`config.mk`:
```
export PLATFORM = sky130hd
export DESIGN_NAME = cache_ctrl_fsm_flat
export DESIGN_NICKNAME = d
export VERILOG_FILES = /design/src/rtl/cache_ctrl_fsm_if.sv /design/src/rtl/cache_ctrl_fsm.sv /design/src/flat_wrapper.sv
export SDC_FILE = /design/constraint.sdc
export NUM_CORES = 1
export LEC_CHECK = 0
export BUFFER_PORTS_ARGS = -buffer_cell sky130_fd_sc_hd__buf_2
export CORE_MARGIN = 2
export CORE_UTILIZATION = 51
export CTS_CLUSTER_SIZE = 25
export DETAILED_ROUTE_END_ITERATION = 12
export GPL_ROUTABILITY_DRIVEN = 0
export PLACE_DENSITY = 0.8
export SLEW_MARGIN = 20
export SYNTH_ARGS = -nofsm -noshare
export SYNTH_HDL_FRONTEND = slang
export SYNTH_SLANG_ARGS = --single-unit
```
`constraint.sdc`:
```
create_clock -name clk -period 9.55 [get_ports clk]
set_input_delay 0 -clock clk [delete_from_list [all_inputs] [get_ports clk]]
set_output_delay 0 -clock clk [all_outputs]
set_load 0.005 [all_outputs]
```
`src/rtl/cache_ctrl_fsm_if.sv`:
```
// Bundles the CPU, cache-array and main-memory handshakes of the cache
// sequencing controller.
//   slave  : controller view (cache_ctrl_fsm)
//   master : environment view (CPU, cache array, memory)
// Signals:
//   cpu_req/cpu_addr/cpu_ready/cpu_valid/cpu_data    CPU read channel
//   cache_addr/cache_hit/cache_rdata                 array lookup
//   cache_fill_en/cache_fill_data                    array line write
//   mem_req/mem_addr/mem_ack/mem_rvalid/mem_rdata    memory line fetch
//   hit_count/miss_count                             saturating perf counters
interface cache_ctrl_fsm_if;
  localparam int unsigned ADDR_W      = 15;
  localparam int unsigned LINE_ADDR_W = 13;
  localparam int unsigned WORD_W      = 32;
  localparam int unsigned LINE_W      = 4 * WORD_W;
  localparam int unsigned CNT_W       = 14;

  logic                   cpu_req;
  logic [ADDR_W-1:0]      cpu_addr;
  logic                   cpu_ready;
  logic                   cpu_valid;
  logic [WORD_W-1:0]      cpu_data;
  logic [ADDR_W-1:0]      cache_addr;
  logic                   cache_hit;
  logic [WORD_W-1:0]      cache_rdata;
  logic                   cache_fill_en;
  logic [LINE_W-1:0]      cache_fill_data;
  logic                   mem_req;
  logic [LINE_ADDR_W-1:0] mem_addr;
  logic                   mem_ack;
  logic                   mem_rvalid;
  logic [WORD_W-1:0]      mem_rdata;
  logic [CNT_W-1:0]       hit_count;
  logic [CNT_W-1:0]       miss_count;

  modport slave (
    input  cpu_req, cpu_addr, cache_hit, cache_rdata, mem_ack, mem_rvalid, mem_rdata,
    output cpu_ready, cpu_valid, cpu_data, cache_addr, cache_fill_en, cache_fill_data,
           mem_req, mem_addr, hit_count, miss_count
  );

  modport master (
    output cpu_req, cpu_addr, cache_hit, cache_rdata, mem_ack, mem_rvalid, mem_rdata,
    input  cpu_ready, cpu_valid, cpu_data, cache_addr, cache_fill_en, cache_fill_data,
           mem_req, mem_addr, hit_count, miss_count
  );
endinterface

```
`src/rtl/cache_ctrl_fsm.sv`:
```
// Sequencing controller for a direct-mapped cache with 4-word lines.
// One CPU read in flight: 1-cycle tag lookup, hits returned directly; misses
// fetch the line word-serially from memory, write it to the array in one fill
// cycle and then return the requested word. Saturating hit/miss counters.
// Ports:
//   clk  clock, rising edge
//   rst  asynchronous active-high reset
//   bus  cache_ctrl_fsm_if.slave (CPU, array and memory handshakes, counters)
module cache_ctrl_fsm (
  input logic             clk,
  input logic             rst,
  cache_ctrl_fsm_if.slave bus
);
  localparam int unsigned ADDR_W     = 15;
  localparam int unsigned OFFSET_W   = 2;
  localparam int unsigned WORD_W     = 32;
  localparam int unsigned CNT_W      = 14;
  localparam int unsigned LINE_WORDS = 4;
  localparam logic [CNT_W-1:0] CNT_MAX = '1;

  typedef enum logic [2:0] {IDLE, LOOKUP, MEM_REQ, FILL, WRITE, RESP} stateT;

  stateT                             state, stateNext;
  logic [ADDR_W-1:0]                 addrReg, addrNext;
  logic [OFFSET_W-1:0]               beat, beatNext;
  logic [LINE_WORDS-1:0][WORD_W-1:0] line, lineNext;
  logic [CNT_W-1:0]                  hitCnt, hitNext, missCnt, missNext;
  logic [WORD_W-1:0]                 dataNext;
  logic                              readyNext, validNext, fillEnNext, memReqNext;

  // State and registered outputs; reset drops mem_req and discards any partial line.
  always_ff @(posedge clk or posedge rst) begin
    if (rst) begin
      state             <= IDLE;
      addrReg           <= '0;
      beat              <= '0;
      line              <= '0;
      hitCnt            <= '0;
      missCnt           <= '0;
      bus.cpu_ready     <= 1'b1;
      bus.cpu_valid     <= 1'b0;
      bus.cpu_data      <= '0;
      bus.cache_fill_en <= 1'b0;
      bus.mem_req       <= 1'b0;
    end else begin
      state             <= stateNext;
      addrReg           <= addrNext;
      beat              <= beatNext;
      line              <= lineNext;
      hitCnt            <= hitNext;
      missCnt           <= missNext;
      bus.cpu_ready     <= readyNext;
      bus.cpu_valid     <= validNext;
      bus.cpu_data      <= dataNext;
      bus.cache_fill_en <= fillEnNext;
      bus.mem_req       <= memReqNext;
    end
  end

  // Next state, datapath updates and next values of the registered outputs.
  always_comb begin
    stateNext = state;
    addrNext  = addrReg;
    beatNext  = beat;
    lineNext  = line;
    hitNext   = hitCnt;
    missNext  = missCnt;
    dataNext  = '0;

    unique case (state)
      IDLE: begin
        if (bus.cpu_req) begin
          addrNext  = bus.cpu_addr;
          stateNext = LOOKUP;
        end
      end
      LOOKUP: begin
        if (bus.cache_hit) begin
          dataNext  = bus.cache_rdata;
          hitNext   = (hitCnt == CNT_MAX) ? hitCnt : hitCnt + CNT_W'(1);
          stateNext = RESP;
        end else begin
          missNext  = (missCnt == CNT_MAX) ? missCnt : missCnt + CNT_W'(1);
          stateNext = MEM_REQ;
        end
      end
      MEM_REQ: begin
        if (bus.mem_ack) begin
          beatNext  = '0;
          stateNext = FILL;
        end
      end
      FILL: begin
        // Beats arrive in offset order; gaps just hold the beat counter.
        if (bus.mem_rvalid) begin
          lineNext[beat] = bus.mem_rdata;
          beatNext       = beat + OFFSET_W'(1);
          if (beat == OFFSET_W'(LINE_WORDS - 1)) stateNext = WRITE;
        end
      end
      WRITE: begin
        dataNext  = line[addrReg[OFFSET_W-1:0]];
        stateNext = RESP;
      end
      RESP: stateNext = IDLE;
      default: stateNext = IDLE;
    endcase

    // Strobes are registered, so they are keyed off the state being entered.
    readyNext  = (stateNext == IDLE);
    validNext  = (stateNext == RESP);
    fillEnNext = (stateNext == WRITE);
    memReqNext = (stateNext == MEM_REQ);
  end

  // In IDLE the array sees the incoming address so the lookup can start at accept.
  assign bus.cache_addr      = (state == IDLE) ? bus.cpu_addr : addrReg;
  assign bus.cache_fill_data = line;
  assign bus.mem_addr        = addrReg[ADDR_W-1:OFFSET_W];
  assign bus.hit_count       = hitCnt;
  assign bus.miss_count      = missCnt;
endmodule

```
`src/flat_wrapper.sv`:
```
// flat-port wrapper written by rule: the top's interface ports become plain ports
module cache_ctrl_fsm_flat 
  (clk, rst, bus_cpu_req, bus_cpu_addr, bus_cache_hit, bus_cache_rdata, bus_mem_ack, bus_mem_rvalid, bus_mem_rdata, bus_cpu_ready, bus_cpu_valid, bus_cpu_data, bus_cache_addr, bus_cache_fill_en, bus_cache_fill_data, bus_mem_req, bus_mem_addr, bus_hit_count, bus_miss_count);
  cache_ctrl_fsm_if bus_i ();
  input logic clk;
  input logic rst;
  input wire logic [$bits(bus_i.cpu_req)-1:0] bus_cpu_req;
  input wire logic [$bits(bus_i.cpu_addr)-1:0] bus_cpu_addr;
  input wire logic [$bits(bus_i.cache_hit)-1:0] bus_cache_hit;
  input wire logic [$bits(bus_i.cache_rdata)-1:0] bus_cache_rdata;
  input wire logic [$bits(bus_i.mem_ack)-1:0] bus_mem_ack;
  input wire logic [$bits(bus_i.mem_rvalid)-1:0] bus_mem_rvalid;
  input wire logic [$bits(bus_i.mem_rdata)-1:0] bus_mem_rdata;
  output wire logic [$bits(bus_i.cpu_ready)-1:0] bus_cpu_ready;
  output wire logic [$bits(bus_i.cpu_valid)-1:0] bus_cpu_valid;
  output wire logic [$bits(bus_i.cpu_data)-1:0] bus_cpu_data;
  output wire logic [$bits(bus_i.cache_addr)-1:0] bus_cache_addr;
  output wire logic [$bits(bus_i.cache_fill_en)-1:0] bus_cache_fill_en;
  output wire logic [$bits(bus_i.cache_fill_data)-1:0] bus_cache_fill_data;
  output wire logic [$bits(bus_i.mem_req)-1:0] bus_mem_req;
  output wire logic [$bits(bus_i.mem_addr)-1:0] bus_mem_addr;
  output wire logic [$bits(bus_i.hit_count)-1:0] bus_hit_count;
  output wire logic [$bits(bus_i.miss_count)-1:0] bus_miss_count;
  assign bus_i.cpu_req = bus_cpu_req;
  assign bus_i.cpu_addr = bus_cpu_addr;
  assign bus_i.cache_hit = bus_cache_hit;
  assign bus_i.cache_rdata = bus_cache_rdata;
  assign bus_i.mem_ack = bus_mem_ack;
  assign bus_i.mem_rvalid = bus_mem_rvalid;
  assign bus_i.mem_rdata = bus_mem_rdata;
  assign bus_cpu_ready = bus_i.cpu_ready;
  assign bus_cpu_valid = bus_i.cpu_valid;
  assign bus_cpu_data = bus_i.cpu_data;
  assign bus_cache_addr = bus_i.cache_addr;
  assign bus_cache_fill_en = bus_i.cache_fill_en;
  assign bus_cache_fill_data = bus_i.cache_fill_data;
  assign bus_mem_req = bus_i.mem_req;
  assign bus_mem_addr = bus_i.mem_addr;
  assign bus_hit_count = bus_i.hit_count;
  assign bus_miss_count = bus_i.miss_count;
  cache_ctrl_fsm u_core (.clk(clk), .rst(rst), .bus(bus_i));
endmodule
```
==> results of run 1 <==
-- per-stage QoR --
step | hold slack, ns | instances
6_report | 0.2484 | 1232
5_1_grt | 0.2609 | 1232
4_1_cts | 0.2404 | 1232
3_5_place_dp | 0.2272 | 1107
3_3_place_gp | 0.2225 | 1107
2_1_floorplan | 0.1298 | 620
-- cell families (layout without fill, tap and decap cells) --
kind of cell    after synthesis  in the layout
compound gates               40             40
mux                         194            194
fa+ha+maj                     6              6
flops                       212            212
xor+xnor                     26             26
buf+inv                      57            440
simple gates                 85             85
-- power breakdown --
group          total (mW)  switching [mW]  internal, mW
clock network       0.846           0.350         0.497
logic                1.39           0.557         0.829
registers            1.60           0.340          1.26
total                3.83            1.25          2.59
-- worst max-delay path, cell delays in order, from the launching register on --
cell and delay [ns]:
dfrtp_1 0.54, nor2b_1 0.22, and3_1 0.33, nand2_2 0.65, mux2_2 0.53
-- timing repair --
action	CTS	global route
hold buffers	84	0
resized for setup	0	0
hold endpoints to repair	317	0
-- placed cells by master (no fill, tap or decap), types with 11 or more instances in the layout --
master	instances
a22o_1	32
buf_2	304
clkbuf_1	11
clkbuf_16	23
dfrtp_1	209
dlygate4sd3_1	84
mux2_2	153
mux4_2	32
nand2_1	13
nand3_1	12
xor2_1	23
-- state kept, by name (all words and copies together), names as in the netlist --
register                    count
u_core.bus.miss_count          14
u_core.bus.hit_count           14
u_core.bus.cache_fill_data    128
u_core.addrReg                 15
u_core.beat                     2
u_core.bus.cache_fill_en        1
u_core.bus.cpu_data            32
u_core.bus.cpu_ready            1
u_core.state                    3
u_core.bus.mem_req              1
u_core.bus.cpu_valid            1
-- cells in the mapped netlist, types with 2 or more instances --
cell / instances
mux2_1: 8
nor3_2: 3
a21o_1: 2
buf_1: 11
nor2b_1: 2
ha_1: 6
nor3_1: 8
clkbuf_1: 18
buf_4: 13
o21ai_0: 2
nor4_2: 2
nor2_1: 8
and2_1: 2
inv_1: 8
mux4_2: 32
nand3b_1: 3
nor3b_1: 3
nor4_1: 7
dfrtp_1: 211
nand2_1: 17
and3_1: 5
nand4_1: 6
a21oi_1: 2
xnor2_1: 3
xor2_1: 23
mux2_2: 153
buf_6: 2
nand3_1: 12
a22o_1: 32
buf_2: 5
-- routing by layer --
metal,wire length (um),share of wire (%)
met5,0,0
met4,766,3.0
met3,1792,7.1
met2,12750,50
met1,10060,40
-- worst max path at each step --
stage | start | endpoint | depth (start not counted)
2_1_floorplan | rst | u_core.addrReg[0] | 1
3_3_place_gp | u_core.state[1] | u_core.addrReg[1] | 3
3_5_place_dp | u_core.state[1] | u_core.addrReg[6] | 3
4_1_cts | u_core.state[1] | u_core.addrReg[6] | 3
5_1_grt | u_core.state[0] | u_core.bus.cache_fill_data[113] | 4
6_report | u_core.state[0] | u_core.bus.cache_fill_data[107] | 4
-- final cells by class --
cell class	instances	share of cell area, %
Tap cell	229	2.305
Inverter	8	0.3020
Clock inverter	4	0.3624
Multi-Input combinational cell	351	29.83
Clock buffer	37	5.295
Sequential cell	212	42.72
Timing Repair Buffer	391	19.19
==> summary.txt, run 1 <==
Critical path
  • R2R setup slack: 7.14 ns
  • Worst R2R End: u_core.bus.cache_fill_data[107]
  • CP Capture Type: register
  • CP startpoint kind: register
  • Arrival time at the worst endpoint: 2.78 ns
  • Crit path max fanout: 34
  • Reg2Reg Depth: 4
  • Crit Path Class: reg -> reg
  • Req. time, crit path: 9.92 ns
  • Reg-to-Reg Start: u_core.state[0]

Synthesis
  • EDFF count, synth: 0
  • Post-synth ARST share: 100.0%
  • Top cells by area, synth: dfrtp_1 (57%), mux2_2 (19%), mux4_2 (7.8%)
  • Syn nets: 711
  • Synth Area in Adders: 0.8103%
  • Largest family of logic cells by synthesized area: multiplexers
  • Synth Area in XOR/XNOR: 2.458%
  • Cells after synthesis: 620
  • Synth Register Bits: 212
  • Synth unique cells: 41
  • Area share of and/or/nand/nor cells after synthesis: 5.361%
  • Top FF cell, synth: dfrtp_1
  • Syn_area_per_cell: 14.94 sq um
  • Mux cell area share after synthesis: 27.45%
  • Synth Area in Compound Gates: 3.579%
  • Post-synth top area cell: dfrtp_1
  • Synthesized cell area: 9265 sq um
  • Share of the synthesized area in the top cell type: 56.99%
  • YS warnings: 0
  • Seq/Total Area, Yosys: 57.27%

Floorplanning
  • Core Rows: 49
  • Die height: 138.8 um
  • Initial Utilization: 51.75%
  • IO Count: 305
  • Chip width: 138.8 um
  • Die area: 19260 sq um
  • Core Footprint: 17900 sq um

Routing
  • Routed WL: 25360 um
  • Remaining antenna violation count: 0
  • Initial DRC count: 330
  • DRC viols: 0
  • DR WL/cell: 20.59 um
  • Via count: 6856
  • Pre-antenna DRT Iters: 5
  • Via-to-Cell Ratio: 5.565

Timing
  • RSZ-0062 raised after global routing: no
  • Max transition margin: 29.83%
  • Tmin final: 2.413 ns
  • Fin Clk Skew: 0.01592 ns
  • Final TNS setup: 0 ns
  • Slew Limit Fails: 0
  • Setup ws final: 7.137 ns
  • Pin slew with the least headroom to its limit: 1.049 ns
  • Setup violators final: 0
  • Endpoints failing hold: 0
  • Fmax: 414.4 MHz
  • Period utilisation layout: 25.27%

Final layout
  • Fraction of layout cells with a size suffix above 1: 53.84%
  • Util after Layout: 69.42%
  • Filler instances: 1177
  • Storage cell area: 5309 sq um
  • Synth-to-layout area growth: 34.14%
  • Multi-input gate area: 3707 sq um
  • Cell area after layout: 12430 sq um
  • Fin nets: 1078
  • Antenna diodes: 0

GRT
  • GRT Util Overall: 25.76%
  • Met2 Resource Use GR: 44.05%
  • First-pass GRT wire length: 39740 um
  • Routing usage on met3: 6.250%
  • Total gr overflow: 0
  • Met1 GRT Util: 32.58%
  • Most Used Layer, Global Route: met2
  • Initial antenna violation count: 0
  • Number of global-route vias before repair: 7128
  • Largest net degree at the start of global routing: 136

Power and ir drop
  • Power Dens Cells: 308.4 nW/um^2
  • Peak supply drop: 0.2339 mV
  • P_leak: 6.386 nW
  • Pwr Total: 3.833 mW

Clocking
  • CTS HTree Levels: 1
  • CTS clk-pin slew, worst paths: 0.06 ns
  • CTS Sinks: 212
  • Clock latency on the worst-skew pair: 0.50 ns
  • CTS Root Cell: clkbuf_16
  • CTS tree: built
  • Longest Clk Path Bufs: 3
  • Total CTS buffers: 23
  • # Post-CTS Setup Buffers: 0

Run status
  • Status: complete, no violations

Place
  • DP HPWL: 15000 um
  • Placed inst area: 10880 sq um
  • Buffers on Ports: 304
  • Placement Setup Slack: 6.878 ns

Job
  • MaxCap Viol Count: 0

Worst hold path
  • Hold crit path type: in -> async
Power figures use the tool's default switching activity.
==> run 2, diff against run 1 <==
--- a/config.mk
+++ b/config.mk
@@ -7,11 +7,11 @@
 export LEC_CHECK = 0
 export BUFFER_PORTS_ARGS = -buffer_cell sky130_fd_sc_hd__buf_2
 export CORE_MARGIN = 2
-export CORE_UTILIZATION = 51
+export CORE_UTILIZATION = 46
 export CTS_CLUSTER_SIZE = 25
 export DETAILED_ROUTE_END_ITERATION = 12
 export GPL_ROUTABILITY_DRIVEN = 0
-export PLACE_DENSITY = 0.8
+export PLACE_DENSITY = 0.77
 export SLEW_MARGIN = 20
 export SYNTH_ARGS = -nofsm -noshare
 export SYNTH_HDL_FRONTEND = slang
==> constraint.sdc (replaced) <==
create_clock -name clk -period 2.1 [get_ports clk]
set_input_delay 0 -clock clk [delete_from_list [all_inputs] [get_ports clk]]
set_output_delay 0 -clock clk [all_outputs]
set_load 0.005 [all_outputs]
==> run 2 against run 1 <==
Net effect: setup slack got worse by 7.1 ns; die area increased by 11%; combinational power grew to 4.8 times the previous value; sequential power grew to 4.4 times the previous value; largest power group unchanged; cell count up 4.6%.
==> summary.txt, run 2 (synthesis gave the netlist of run 1 again) <==
Clocking
  • # Post-CTS Setup Buffers: 0 (unchanged)
  • Total CTS buffers: 23 (unchanged)
  • CTS tree: built
  • CTS Root Cell: clkbuf_16
  • Cts hold-fix bufs: 84 (unchanged)
  • CTS clk-pin slew, worst paths: 0.06 ns (about the same)
  • PostCTS Resize Cnt: 0 (unchanged)
  • Clock latency on the worst-skew pair: 0.50 ns (about the same)
  • CTS Sinks: 212 (unchanged)
  • Longest Clk Path Bufs: 3 (unchanged)
  • CTS HTree Levels: 1 (unchanged)

Critical path
  • Arrival time at the worst endpoint: 2.01 ns (-0.77 ns)
  • Req. time, crit path: 2.10 ns (-7.82 ns)
  • CP startpoint kind: register
  • Cells along the critical path: buf_4 -> nor3_2 -> buf_4 -> mux2_2 -> buf_2
  • Crit Path Class: reg -> out
  • CP Capture Type: output port
  • Worst path max stage delay: 0.43 ns (-0.22 ns)
  • CP max-delay cell: dfrtp_1
  • Reg2Reg Depth: 4 (unchanged)
  • Crit path max fanout: 15 (-56%)
  • Most frequent CP cell: buf_4

Routing
  • Initial DRC count: 358 (+8.5%)
  • Remaining antenna violation count: 0 (unchanged)
  • Routed WL: 25330 um (-0.14%)
  • DR WL/cell: 19.65 um (-4.6%)
  • Via count: 6896 (+0.58%)
  • DRC viols: 0 (unchanged)
  • Via-to-Cell Ratio: 5.350 (-3.9%)
  • Pre-antenna DRT Iters: 4 (-1)

Power and ir drop
  • Power Dens Cells: 1381 nW/um^2 (+350%)
  • Peak supply drop: 0.8472 mV (+260%)
  • P_leak: 6.512 nW (+2.0%)
  • Pwr Total: 17.53 mW (+360%)

Floorplanning
  • Die area: 21290 sq um (+11%)
  • Core Footprint: 19590 sq um (+9.4%)
  • Core Rows: 51 (+4.1%)
  • Initial Utilization: 47.30% (-4.5 points)
  • Chip width: 145.9 um (+5.1%)
  • Die height: 145.9 um (+5.1%)
  • IO Count: 305 (unchanged)

Job
  • MaxCap Viol Count: 0 (unchanged)

Final layout
  • Antenna diodes: 0 (unchanged)
  • Fraction of layout cells with a size suffix above 1: 54.98% (+1.1 points)
  • Layout Cells excl Fill: 1289 (+4.6%)
  • Util after Layout: 64.81% (-4.6 points)
  • Most frequent cells in the layout: buf_2 (304), dfrtp_1 (209), mux2_2 (153), dlygate4sd3_1 (84)
  • Commonest non-fill, non-tap cell in the layout: buf_2
  • Multi-input gate area: 3701 sq um (-0.17%)
  • Storage cell area: 5309 sq um (unchanged)
  • Filler instances: 1431 (+22%)
  • Synth-to-layout area growth: 37.04%
  • Max reg flops: 128 (unchanged)
  • Fin nets: 1102 (+2.2%)

Timing
  • Fin Clk Skew: 0.005580 ns (-0.01034 ns)
  • Period utilisation layout: 95.88%
  • Setup ws final: 0.08649 ns (-7.050 ns)
  • Fmax: 496.6 MHz
  • RSZ-0062 raised after global routing: no
  • Slew Limit Fails: 0 (unchanged)
  • WHS: 0.1535 ns (-0.09488 ns)
  • Tmin final: 2.014 ns
  • Setup violators final: 0 (unchanged)
  • Endpoints failing hold: 0 (unchanged)
  • Max transition margin: 57.45% (+28 points)
  • Pin slew with the least headroom to its limit: 0.6383 ns (-0.4105 ns)

GRT
  • Largest net degree at the start of global routing: 107 (-21%)
  • Initial antenna violation count: 0 (unchanged)
  • GRT Util Overall: 23.62% (-2.1 points)
  • Total gr overflow: 0 (unchanged)
  • First-pass GRT wire length: 40650 um (+2.3%)
  • Number of global-route vias before repair: 7492 (+5.1%)

Place
  • Placement Setup Slack: 0.2159 ns (-6.662 ns)
  • Cells after DPL: 1167 (+5.4%)
  • Buffers on Ports: 304 (unchanged)
  • DP HPWL: 16430 um (+9.6%)

Run status
  • Status: complete, no violations

Worst hold path
  • Hold crit path type: in -> async
-- run 2: cell type report --
type / instances / area share, %
inverters: 8 / 0.2661
repair buffers: 415 / 20.69
well taps: 265 / 2.611
clock inverters: 3 / 0.3449
flip-flops and latches: 212 / 41.81
clock buffers: 35 / 5.124
multi-input cells: 351 / 29.15
-- run 2: worst paths after layout --
path | from | to | slack [ns]
max | u_core.state[2] | bus_cache_addr[2] | 0.09
min | rst | u_core.addrReg[13] | 0.15
max reg2reg | u_core.state[2] | u_core.bus.miss_count[13] | 0.18
min reg2reg | u_core.bus.miss_count[12] | u_core.bus.miss_count[12] | 0.50
max in group asynchronous | rst | u_core.bus.cache_fill_data[54] | 1.35
min in group clk | bus_cache_rdata[14] | u_core.bus.cpu_data[14] | 0.27
-- run 2: per-layer routing --
| layer | global-route usage (%) | share of wire [%] |
|---|---|---|
| met3 | 3.981 | 5.9 |
| met4 | 8.186 | 2.9 |
| met2 | 41.60 | 51 |
| met5 | 0 | 0 |
| met1 | 29.54 | 40 |
-- run 2: power breakdown --
part | switching (mW) | internal (mW) | leakage [nW]
sequential | 1.27 | 5.74 | 2.74
combinational | 2.80 | 3.93 | 3.44
clock | 1.55 | 2.24 | 0.338
-- run 2: per-stage QoR --
stage | instance area (sq um) | TNS, ns
detailed placement | 11160 | 0
global route | 12700 | 0
finish | 12700 | 0
floorplan | 9269 | -138.28
global placement | 11160 | 0
CTS | 12700 | 0
-- run 2: critical path: cells and delay by family, from the launching register on --
family	cells	cell delay [ns]
buffers and inverters	3	0.58
flip-flops	1	0.43
multiplexers	1	0.37
AND/OR/NAND/NOR	1	0.13
==> run 3, diff against run 2 <==
--- a/config.mk
+++ b/config.mk
@@ -7,11 +7,12 @@
 export LEC_CHECK = 0
 export BUFFER_PORTS_ARGS = -buffer_cell sky130_fd_sc_hd__buf_2
 export CORE_MARGIN = 2
-export CORE_UTILIZATION = 46
+export CORE_UTILIZATION = 51
 export CTS_CLUSTER_SIZE = 25
 export DETAILED_ROUTE_END_ITERATION = 12
 export GPL_ROUTABILITY_DRIVEN = 0
-export PLACE_DENSITY = 0.77
+export GPL_TIMING_DRIVEN = 0
+export PLACE_DENSITY = 0.8
 export SLEW_MARGIN = 20
 export SYNTH_ARGS = -nofsm -noshare
 export SYNTH_HDL_FRONTEND = slang
==> constraint.sdc (replaced) <==
create_clock -name clk -period 2.51 [get_ports clk]
set_input_delay 0 -clock clk [delete_from_list [all_inputs] [get_ports clk]]
set_output_delay 0 -clock clk [all_outputs]
set_load 0.005 [all_outputs]
==> run 3 against run 2 <==
Net effect: worst hold slack lost 0.11 ns; clock power shrank 10%; first-iteration DRC count shrank 16%.
==> summary.txt, run 3 (synthesis gave the netlist of run 1 again) <==
Run status
  • Status: complete, no violations

Critical path
  • CP Depth: 6 (+1)
  • CP Capture Type: register
  • CP Buf/Inv Count: 2 (-1)
  • Crit path max fanout: 10 (-5)
  • Worst path max stage delay: 0.61 ns (+0.18 ns)
  • Crit Path Class: reg -> reg
  • CP startpoint kind: register
  • Cells along the critical path: nor2b_1 -> and3_1 -> clkbuf_1 -> nand2_1 -> clkbuf_1 -> mux2_2
  • Reg2Reg Depth: 6 (+2)
  • Req. time, crit path: 2.89 ns (+0.79 ns)
  • CP max-delay cell: clkbuf_1
  • Top delay family on crit path: buffers and inverters
  • Arrival time at the worst endpoint: 2.74 ns (+0.73 ns)
  • Most frequent CP cell: clkbuf_1

Power and ir drop
  • Power Dens Cells: 1169 nW/um^2 (-15%)
  • Peak supply drop: 0.8332 mV (-1.6%)
  • Pwr Total: 15.02 mW (-14%)
  • P_leak: 6.613 nW (+1.6%)

GRT
  • Number of global-route vias before repair: 7596 (+1.4%)
  • Largest net degree at the start of global routing: 35 (-67%)
  • First-pass GRT wire length: 41680 um (+2.5%)
  • Initial antenna violation count: 0 (unchanged)
  • Total gr overflow: 0 (unchanged)
  • GRT Util Overall: 27.26% (+3.6 points)

Final layout
  • Fraction of layout cells with a size suffix above 1: 53.59% (-1.4 points)
  • Most frequent cells in the layout: buf_2 (310), dfrtp_1 (211), mux2_2 (153), dlygate4sd3_1 (84)
  • Storage cell area: 5306 sq um (about the same)
  • Antenna diodes: 0 (unchanged)
  • Max reg flops: 128 (unchanged)
  • Filler instances: 1173 (-18%)
  • Util after Layout: 71.77% (+7.0 points)
  • Fin nets: 1132 (+2.7%)
  • Multi-input gate area: 3681 sq um (-0.54%)
  • Commonest non-fill, non-tap cell in the layout: buf_2
  • Synth-to-layout area growth: 38.68%

Timing
  • Period utilisation layout: 94.21%
  • RSZ-0062 raised after global routing: no
  • Tmin final: 2.365 ns
  • Fin Clk Skew: 0.01269 ns (+0.007114 ns)
  • Pin slew with the least headroom to its limit: 0.9176 ns (+0.2793 ns)
  • Endpoints failing hold: 0 (unchanged)
  • Max transition margin: 38.32% (-19 points)
  • Fmax: 422.9 MHz
  • Slew Limit Fails: 0 (unchanged)
  • Setup violators final: 0 (unchanged)

Clocking
  • CTS HTree Levels: 1 (unchanged)
  • CTS clk-pin slew, worst paths: 0.06 ns (about the same)
  • CTS Root Cell: clkbuf_16
  • CTS Sinks: 212 (unchanged)
  • Longest Clk Path Bufs: 3 (unchanged)
  • CTS tree: built
  • # Post-CTS Setup Buffers: 0 (unchanged)
  • Total CTS buffers: 24 (+4.3%)
  • Clock latency on the worst-skew pair: 0.50 ns (about the same)

Routing
  • Via-to-Cell Ratio: 5.424 (+1.4%)
  • Initial DRC count: 300 (-16%)
  • Via count: 6981 (+1.2%)
  • Remaining antenna violation count: 0 (unchanged)
  • DR WL/cell: 20.37 um (+3.7%)
  • Routed WL: 26220 um (+3.5%)
  • Pre-antenna DRT Iters: 4 (unchanged)
  • DRC viols: 0 (unchanged)

Floorplanning
  • Initial Utilization: 51.75% (+4.5 points)
  • Die height: 138.8 um (-4.9%)
  • Core Rows: 49 (-3.9%)
  • Die area: 19260 sq um (-9.5%)
  • Chip width: 138.8 um (-4.9%)
  • IO Count: 305 (unchanged)
  • Core Footprint: 17900 sq um (-8.6%)

Place
  • Buffers on Ports: 304 (unchanged)
  • DP HPWL: 17850 um (+8.6%)

Job
  • MaxCap Viol Count: 0 (unchanged)

Worst hold path
  • Hold crit path type: in -> async
[run 3: changes by cell type in the layout (fill, tap and decap cells not counted), moves of 3 or more]
cell,delta
buf_4,-9
buf_2,+6
clkinv_2,+5
nand2_1,+4
buf_1,+9
nand2_2,-4
clkbuf_1,+13
clkbuf_2,+3
[run 3: metal layers]
layer / share of wire [%] / wire, um / vias to the layer above / GRT usage [%]
met5: 0 / 0 / - / 0
met4: 3.6 / 935 / 0 / 10.47
met3: 6.4 / 1689 / 67 / 6.250
met2: 50 / 13200 / 299 / 46.77
met1: 40 / 10390 / 3498 / 33.88
li1: - / - / 3117 / -
[run 3: cell type report]
class	instances	area share [%]
sequential	212	41.30
multi-input combinational	351	28.65
timing repair buffer	395	19.53
clock buffer	35	5.473
tap	229	2.230
buffer	49	2.016
clock inverter	8	0.5356
inverter	8	0.2629
[run 3: power by group]
part           switching (mW)  internal (mW)  total, mW
Combinational            2.46           3.35       5.82
Clock                    1.36           2.04       3.41
Sequential              0.999           4.80       5.80
Total                    4.83           10.2       15.0
[run 3: path summary, 6_finish.rpt]
check                                    startpoint                         endpoint  slack [ns]
max in group asynchronous                       rst           u_core.bus.cpu_data[8]        1.49
setup / recovery                    u_core.state[0]  u_core.bus.cache_fill_data[123]        0.15
hold / removal                                  rst   u_core.bus.cache_fill_data[52]        0.05
hold reg to reg            u_core.bus.hit_count[11]         u_core.bus.hit_count[11]        0.49
min in group clk                 bus_cache_rdata[4]           u_core.bus.cpu_data[4]        0.25
setup reg to reg                    u_core.state[0]  u_core.bus.cache_fill_data[123]        0.15
[run 3: through the flow]
step | TNS (ns) | worst slack [ns] | cells | hold WS, ns | instance area, sq um
3_5_place_dp | -0.6140 | -0.05264 | 1160 | -0.01113 | 11220
4_1_cts | 0 | 0.04356 | 1287 | 0.01056 | 12840
5_1_grt | 0 | 0.06801 | 1287 | 0.06252 | 12850
2_1_floorplan | -51.77 | -0.2454 | 620 | 0.1298 | 9269
6_report | 0 | 0.1453 | 1287 | 0.04838 | 12850
3_3_place_gp | -323.69 | -1.549 | 1153 | 0.2224 | 11080
[run 3: timing repair]
item                                    CTS  global route
resized for setup                         2             4
endpoints found under the setup margin   29            14
hold buffers                             84             0
hold endpoints to repair                285             0
[run 3: worst register-to-register path: cells and delay by family, from the launching register on]
| family | cells | cell delay [ns] |
|---|---|---|
| buf+inv | 2 | 0.76 |
| flops | 1 | 0.37 |
| mux | 1 | 0.42 |
| simple gates | 3 | 0.68 |
